[src/rtl/alu_writeback.sv]
// ALU result writeback stage: 2-entry FIFO toward the register file, status flags and drop counter.
// Optional build macro FLAG_FORWARD_EN forwards newly set flags combinationally.
module alu_writeback #(
    parameter int unsigned DATA_W = 32,
    parameter int unsigned ADDR_W = 4
) (
    input  logic              clk,
    input  logic              rst,
    input  logic              in_valid,
    output logic              in_ready,
    input  logic [DATA_W:0]   result,
    input  logic [3:0]        flg_in,
    input  logic              s_in,
    input  logic              cond_pass,
    input  logic [ADDR_W-1:0] rd_addr,
    output logic              wb_valid,
    input  logic              wb_ready,
    output logic [ADDR_W-1:0] wb_addr,
    output logic [DATA_W-1:0] wb_data,
    output logic [3:0]        flags,
    output logic [7:0]        drop_cnt
);

    logic [ADDR_W-1:0] r_addr [2];
    logic [DATA_W-1:0] r_data [2];
    logic              r_wr_ptr;
    logic              r_rd_ptr;
    logic [1:0]        r_count;
    logic              r_in_ready;
    logic [3:0]        r_flags;
    logic [7:0]        r_drop_cnt;

    logic       w_accept;
    logic       w_push;
    logic       w_pop;
    logic       w_drop;
    logic       w_set_flags;
    logic       w_wb_valid;
    logic [1:0] w_count_d;
    logic       w_unused_carry;

    // Carry-out is not part of the register-file write.
    assign w_unused_carry = result[DATA_W];

    assign w_wb_valid  = (r_count != 2'd0);
    assign w_accept    = in_valid && r_in_ready;
    assign w_push      = w_accept && cond_pass;
    assign w_drop      = w_accept && !cond_pass;
    assign w_set_flags = w_push && s_in;
    assign w_pop       = w_wb_valid && wb_ready;

    always_comb begin
        w_count_d = r_count;
        if (w_push && !w_pop) begin
            w_count_d = r_count + 2'd1;
        end else if (!w_push && w_pop) begin
            w_count_d = r_count - 2'd1;
        end
    end

    // in_ready is a register so it never depends combinationally on wb_ready,
    // and it stays low for the reset cycle.
    always_ff @(posedge clk) begin
        if (rst) begin
            r_count    <= 2'd0;
            r_wr_ptr   <= 1'b0;
            r_rd_ptr   <= 1'b0;
            r_in_ready <= 1'b0;
            r_flags    <= 4'b0000;
            r_drop_cnt <= 8'd0;
        end else begin
            r_count    <= w_count_d;
            r_in_ready <= (w_count_d < 2'd2);
            if (w_push) begin
                r_wr_ptr <= ~r_wr_ptr;
            end
            if (w_pop) begin
                r_rd_ptr <= ~r_rd_ptr;
            end
            if (w_set_flags) begin
                r_flags <= flg_in;
            end
            if (w_drop && (r_drop_cnt != 8'hFF)) begin
                r_drop_cnt <= r_drop_cnt + 8'd1;
            end
        end
    end

    always_ff @(posedge clk) begin
        if (!rst && w_push) begin
            r_addr[r_wr_ptr] <= rd_addr;
            r_data[r_wr_ptr] <= result[DATA_W-1:0];
        end
    end

    assign in_ready = r_in_ready;
    assign wb_valid = w_wb_valid;
    assign wb_addr  = w_wb_valid ? r_addr[r_rd_ptr] : '0;
    assign wb_data  = w_wb_valid ? r_data[r_rd_ptr] : '0;
    assign drop_cnt = r_drop_cnt;

`ifdef FLAG_FORWARD_EN
    assign flags = w_set_flags ? flg_in : r_flags;
`else
    assign flags = r_flags;
`endif

endmodule

[config.mk]
export PLATFORM = sky130hd
export DESIGN_NAME = alu_writeback
export DESIGN_NICKNAME = d
export VERILOG_FILES = /design/src/rtl/alu_writeback.sv
export SDC_FILE = /design/constraint.sdc
export NUM_CORES = 1
export LEC_CHECK = 0
export ABC_CLOCK_PERIOD_IN_PS = 4010
export CORE_UTILIZATION = 45
export CTS_BUF_LIST = sky130_fd_sc_hd__clkbuf_8
export DETAILED_ROUTE_END_ITERATION = 6
export GPL_TIMING_DRIVEN = 0
export PLACE_DENSITY = 0.87
export SKIP_LAST_GASP = 1
export SYNTH_ARGS = -nofsm -noshare
export SYNTH_HDL_FRONTEND = slang
export SYNTH_SLANG_ARGS = --single-unit
[constraint.sdc]
create_clock -name clk -period 4.01 [get_ports clk]
set_input_delay 0.401 -clock clk [delete_from_list [all_inputs] [get_ports clk]]
set_output_delay 0.401 -clock clk [all_outputs]
set_load 0.02 [all_outputs]
# Word level (Yosys, flattened, before mapping)

Memories as Yosys holds them, arrays and structs flattened. A register that Yosys moved wholly into a read port is not among the register bits.
Cells that the tools add are included.

Add/subtract/negate cells: 3
Magnitude comparators: 1
Eq/ne operators: 1
Muxes and demuxes: 10
Bitwise logic cells: 2
Reductions and logical operators: 14

Operators by type and width:

| kind                | number |
|---|---|
| $mux 32             | 1 |
| $logic_and 1x1->1   | 9 |
| $add 8x1->8 const B | 1 |
| $ne 8x8->1 const B  | 1 |
| $mux 1              | 6 |
| $logic_not 1->1     | 4 |
| $mux 2              | 2 |
| $mux 4              | 1 |
| $add 2x1->2 const B | 1 |
| $lt 2x2->1 const B  | 1 |
| $not 1->1           | 2 |
| $reduce_bool 2->1   | 1 |
| $sub 2x1->2 const B | 1 |

Flip-flop bits (word level): 17
Memory bits (writable): 72
Bits of input ports: 47
Output and inout port bits: 50
Word-level logic and storage cells: 39
Memories: 2

Memory list:

| name   | words | width | read ports | clocked after Yosys merged registers in | write ports | line | RTL |
|---|---|---|---|---|---|---|---|
| r_data | 2     | 32    | 1          | 1                                       | 1           | 25   | `logic [DATA_W-1:0] r_data [2];` |
| r_addr | 2     | 4     | 1          | 1                                       | 1           | 24   | `logic [ADDR_W-1:0] r_addr [2];` |

# Depth between registers and ports, before layout

Gate-level depths: netlist of the first run.

Depth after elaboration: 7
Depth in mapped cells: 10
Mapped depth without buffers: 9

# Least setup slack after synthesis of the first run

OpenSTA, ideal clock, no wires.

Path kind: register to register
Start point: register r_in_ready, in the netlist in_ready
End point: memory r_addr[1][0] (enable)
Library setup time: 0.482 ns
Arrival: 3.418 ns
Data required time: 3.528 ns
Path slack: 0.111 ns
Stages on the path, launching flop included: 3
Path buffers: 0
Clock period less this slack: 3.899 ns
Path through: dfxtp_1 nand3_1 nor3b_1

Cells in the longest elaborated chain, start to end: 5

Ends and longest elaborated chain:

| what                         | line | RTL |
|---|---|---|
| start, declared              | 29   | `logic r_in_ready;` |
| start signal, assigned       | 73   | `r_in_ready <= (w_count_d < 2'd2);` |
| $logic_and 1x1->1            | 46   | `assign w_accept = in_valid && r_in_ready;` |
| $logic_and 1x1->1            | 47   | `assign w_push = w_accept && cond_pass;` |
| $logic_and 1x1->1            | 90   | `if (!rst && w_push) begin` |
| $mux 1                       | 90   |  |
| $mux 1 (not written as such) | 91   | `r_addr[r_wr_ptr] <= rd_addr;` |
| end, declared                | 24   |  |

No other way between the ends.

# Final worst setup path of the first run

Start point: register r_count[0]
End point: output wb_data[19]

Cells in the longest elaborated chain, start to end: 2

Ends and longest elaborated chain:

| what                   | line | RTL |
|---|---|---|
| start, declared        | 28   | `logic [1:0] r_count;` |
| start signal, assigned | 72   | `r_count <= w_count_d;` |
| $reduce_bool 2->1      | 45   | `assign w_wb_valid = (r_count != 2'd0);` |
| $mux 32                | 99   | `assign wb_data = w_wb_valid ? r_data[r_rd_ptr] : '0;` |
| end, declared          | 19   | `output logic [DATA_W-1:0] wb_data,` |

No other way between the ends.

==> results of run 1 <==
-- cell type report --
class                           instances  area [um^2]
Multi-Input combinational cell        141         1010
Buffer                                 12         76.3
Fill cell                             560         2800
Tap cell                              102          128
Timing Repair Buffer                  102         1030
Inverter                                6         22.5
Clock inverter                          7         60.1
Clock buffer                            9          124
Sequential cell                        90         2520
-- cells by family after synthesis --
| group | after synthesis | synth area share [%] |
|---|---|---|
| multiplexers | 42 | 11.8 |
| adder cells (fa/ha/maj) | 4 | 1.38 |
| XOR/XNOR | 2 | 0.484 |
| buffers and inverters | 18 | 2.73 |
| AO/OA/AOI/OAI | 18 | 4.08 |
| AND/OR/NAND/NOR | 75 | 9.89 |
| flip-flops | 90 | 69.7 |
-- stage by stage --
| stage | worst slack (ns) | instance area [um^2] |
|---|---|---|
| after floorplan | 0.111 | 3620 |
| after global placement | -1.78 | 4700 |
| after detailed placement | 1.22 | 4790 |
| after CTS | 1.36 | 4970 |
| after global routing | 1.23 | 4970 |
| final | 1.39 | 4970 |
-- path summary, 6_finish.rpt --
check | from | endpoint | slack (ns) | cells past startpoint
max | r_count[0]$_SDFFE_PP0P_ | wb_data[19] | 1.39 | 6
min | r_count[0]$_SDFFE_PP0P_ | r_count[0]$_SDFFE_PP0P_ | 0.50 | 2
max reg2reg | in_ready$_SDFF_PP0_ | r_data[1][17]$_DFFE_PP_ | 1.79 | 4
min reg2reg | r_count[0]$_SDFFE_PP0P_ | r_count[0]$_SDFFE_PP0P_ | 0.50 | 2
-- worst max-delay path, delay by kind of cell (launching register included) --
kind          cells  cell delay (ns)
flops             1             0.37
fa+ha+maj         1             0.18
simple gates      1             0.19
buf+inv           4             1.13
-- report_power, final --
group | switching [mW] | total, mW | internal (mW)
combinational | 0.163 | 0.322 | 0.159
sequential | 0.00920 | 1.03 | 1.03
clock | 0.339 | 0.578 | 0.238
-- flip-flops by register name, indices dropped and copies added, names as in the netlist, named ones only --
signal / count
in_ready: 1
flags: 4
r_wr_ptr: 1
drop_cnt: 8
r_addr: 8
r_data: 64
r_rd_ptr: 1
r_count: 1
-- per-layer routing --
| metal | GRT usage, % | wire length (um) | up-vias |
|---|---|---|---|
| met5 | 0 | 0 | - |
| met4 | 10.7 | 182 | 0 |
| met3 | 3.57 | 346 | 17 |
| met1 | 20.7 | 3040 | 1144 |
| met2 | 31.3 | 3660 | 87 |
| li1 | - | - | 1149 |
-- synth_stat cells, drive strengths merged, types with 2 or more instances --
master,n,area share (%)
a41oi,2,0.69
nand2,5,0.52
ha,4,1.4
o21a,2,0.45
dfxtp,18,10
a211oi,2,0.41
nand2b,2,0.35
nor3,4,0.55
a311oi,2,0.66
edfxtp,72,60
and2,2,0.38
and3,2,0.38
nand3,3,0.41
and4,3,0.80
clkbuf,4,0.41
o2111a,2,0.62
mux2i,41,11
nand4,2,0.35
inv,6,0.62
nor2,46,4.8
buf,8,1.7
a21oi,5,0.69
==> results.toml, run 1 <==
[run_status]
outcome = "finished, final reports clean"

[setup_path]
path_class = "register to primary output"
crit_fanout = 10
worstPathCellList = "inv_1, ha_1, buf_2, clkbuf_1, nor2_1, clkdlybuf4s50_1"
crit_slowest_cell = "clkdlybuf4s50_1"
worstPathRequired_ns = 3.61
max_stage_delay_ns = 0.63
cp-start-kind = "register"
end_kind = "primary output"
cp.arrival_ns = 2.21

[drt]
drtPass1Iterations = 4
vias = 2397
final_antenna_net_count = 0
wl_per_cell_um = 15.4
drt_wl_total_um = 7230
vias_per_cell = 5.11
drc = 0
drt_iter0_drc = 70

[sta]
setup_viol = 0
hold_slack_ns = 0.503
period_share_pct = 65.2
setup_tns_ns = 0
skew_ns = 0.00733
timing.final.crit_period_ns = 2.62
hold_viol_final = 0
tightestPinTransition_ns = 0.952
timing.fmax_ghz = 0.382
rsz0062_at_grt = "no"
maxSlewHeadroom_pct = 36.3
maxSlewViolCount = 0

[pwr]
powerDensity_nw_per_um2 = 389
peakVddDrop_v = 0.000203
power_leakage_nw = 1.68
p_total_mw = 1.93

[place]
portBuffers = 95
dp_cells = 453
dpl.hpwl_um = 5140
place.gp.congestion = 0.765

[global_route]
antenna_found_initial = 0
track_usage_pct = 18.1
grt_start_max_net_pins = 18
grt_pass1_wl_um = 11400
grt-ovfl-total = 0
grt_pass1_vias = 2446

[floorplan]
row_count = 32
core-area_um2 = 7770
ios = 97
dieArea_um2 = 8410
die-height_um = 91.7
chipWidth_um = 91.7
start_util_pct = 46.6

[cts]
clk_latency_ns = 0.35
cts_tree = "done"
cts_max_path_buffers = 2
hold_buffers = 0
tritoncts.num_buffers = 9
cts-root-buf = "clkbuf_8"
h-tree-depth = 3
clk_pin_slew_ns = 0.09
cts.sinks = 90
post_cts_resized = 0
post_cts_buffers = 0

[yosys]
async_flop_share_pct = 0
mappedNetlistArea_um2 = 3620
syn_nets = 300
ys_warn_count = 0
synth_edf_count = 72
ys_seq_elements = 90
postSynth.topFlopCell = "edfxtp_1"
syn_avg_cell_area_um2 = 14.5
yosysUniqueCellTypes = 42
ys_seq_area_share_pct = 69.7
synthCells = 249

[finish]
utilization_pct = 64.0
final_cells = 469
layout_common_cells = "clkdlybuf4s50_1, edfxtp_1, nor2_1"
drive_gt1_share_pct = 10.9
fin_nets = 413
final_common_cell = "clkdlybuf4s50_1"
areaGrowthSynthToFinish_pct = 37.3
diodes = 0

[flow_run]
drv_cap = 0

[min_path]
hold_path_class = "register to register"
Note: power is estimated with default switching activity, not from simulation.
==> inputs of run 2 (changes only) <==
Settings changed: ABC_CLOCK_PERIOD_IN_PS 4010 to 2200.
Clock period 4.01 ns to 2.2 ns, I/O delays scaled along.
==> run 2 against run 1 <==
Net effect: worst setup slack got worse by 1.3 ns; critical path type unchanged; non-clock buffer count decreased by 3; die area unchanged; largest cell class unchanged; total power increased by 79%; critical endpoint is now wb_data[30]; largest power group unchanged.
==> results.toml, run 2 (same netlist as run 1, synthesis figures left out) <==
[floorplan]
start_util_pct = 46.6
dieArea_um2 = 8410
row_count = 32
ios = 97
die-height_um = 91.7
core-area_um2 = 7770
chipWidth_um = 91.7

[drt]
vias_per_cell = 5.08
drtPass1Iterations = 4
drc = 0
vias = 2369
wl_per_cell_um = 14.9
drt_iter0_drc = 56
drt_wl_total_um = 6950
final_antenna_net_count = 0

[cts]
h-tree-depth = 3
clk_pin_slew_ns = 0.09
cts_max_path_buffers = 2
cts_tree = "done"
cts-root-buf = "clkbuf_8"
cts.sinks = 90
post_cts_buffers = 0
clk_latency_ns = 0.36
tritoncts.num_buffers = 9

[global_route]
grt_start_max_net_pins = 17
antenna_found_initial = 0
grt_pass1_vias = 2385
track_usage_pct = 17.4
grt-ovfl-total = 0
grt_pass1_wl_um = 11100

[finish]
multi_input_area_um2 = 1020
regArea_um2 = 2520
fin_area_um2 = 4960
fin_nets = 410
final_common_cell = "edfxtp_1"
largest_reg_flops = 64
areaGrowthSynthToFinish_pct = 37.1
top_register = "r_data"
diodes = 0
nFillCells = 597
layout_common_cells = "edfxtp_1, clkdlybuf4s50_1, nor2_1"
utilization_pct = 63.9
final_cells = 466
drive_gt1_share_pct = 11.0

[min_path]
hold_start = "result[6]"
hold_path_class = "input pin to register"

[place]
dp_cells = 450
place_ws_ns = -0.182
place.gp.congestion = 0.751
portBuffers = 95
postPlaceCellArea_um2 = 4810
dpl.hpwl_um = 4850

[setup_path]
timing.rr.start = "in_ready$_SDFF_PP0_"
r2r_slack_ns = 0.20
crit_path_end = "wb_data[30]"
path_class = "register to primary output"
cp.arrival_ns = 1.87
rr_endpoint = "r_data[1][22]$_DFFE_PP_"
critPathLaunch = "r_count[0]$_SDFFE_PP0P_"
cp-start-kind = "register"
max_stage_delay_ns = 0.64
cp_num_buf_inv = 3
path_depth = 5
worstPathRequired_ns = 1.98
reg2reg_depth = 3
crit_slowest_cell = "clkdlybuf4s50_1"
crit_family = "buffers and inverters"
end_kind = "primary output"
crit_fanout = 10
worstPathCellList = "inv_1, ha_1, buf_2, nor2_1, clkdlybuf4s50_1"

[sta]
rsz0062_at_grt = "no"
hold_slack_ns = 0.436
maxSlewHeadroom_pct = 50.6
skew_ns = 0.00769
worst_slack_ns = 0.107
maxSlewViolCount = 0
timing.final.crit_period_ns = 2.09
period_share_pct = 95.1
tightestPinTransition_ns = 0.740
hold_viol_final = 0
timing.fmax_ghz = 0.478
setup_viol = 0

[pwr]
powerDensity_nw_per_um2 = 697
peakVddDrop_v = 0.000423
power_leakage_nw = 1.89

[run_status]
outcome = "finished, final reports clean"

[flow_run]
drv_cap = 0
run 2: timing repair:
| item | CTS | global route |
|---|---|---|
| endpoints found under the setup margin | 30 | 5 |
| hold buffers | 0 | 0 |
| gates resized for setup | 33 | 5 |
run 2: worst min-delay path by stage:
stage / end / depth (start not counted)
final: r_data[1][6]$_DFFE_PP_ / 1
after global routing: r_data[1][7]$_DFFE_PP_ / 1
after CTS: r_data[1][6]$_DFFE_PP_ / 1
after detailed placement: r_count[0]$_SDFFE_PP0P_ / 2
after global placement: r_count[0]$_SDFFE_PP0P_ / 2
after floorplan: r_addr[0][0]$_DFFE_PP_ / 0
run 2: layer usage:
metal | global-route usage [%] | vias to the layer above | wire (um)
met3 | 4.06 | 8 | 374
met2 | 29.7 | 74 | 3540
met5 | 0 | - | 0
met1 | 21.0 | 1148 | 2950
met4 | 7.80 | 0 | 87
li1 | - | 1139 | -
run 2: per-stage QoR:
step	TNS [ns]	power (mW)
after floorplan	-1.00	2.23
after detailed placement	-6.66	2.51
after global routing	0	3.59
final	0	3.46
after global placement	-57.50	2.49
after CTS	0	3.49
run 2: power breakdown:
part           internal (mW)  switching, mW
clock                  0.422          0.598
sequential              1.87         0.0169
combinational          0.257          0.293
total                   2.55          0.908
run 2: cell type report:
type | instances | share of cell area, %
clock buffer | 9 | 2.50
multi-input combinational | 141 | 20.6
buffer | 12 | 1.61
sequential | 90 | 50.8
inverter | 6 | 0.454
tap | 102 | 2.57
clock inverter | 7 | 1.08
timing repair buffer | 99 | 20.4
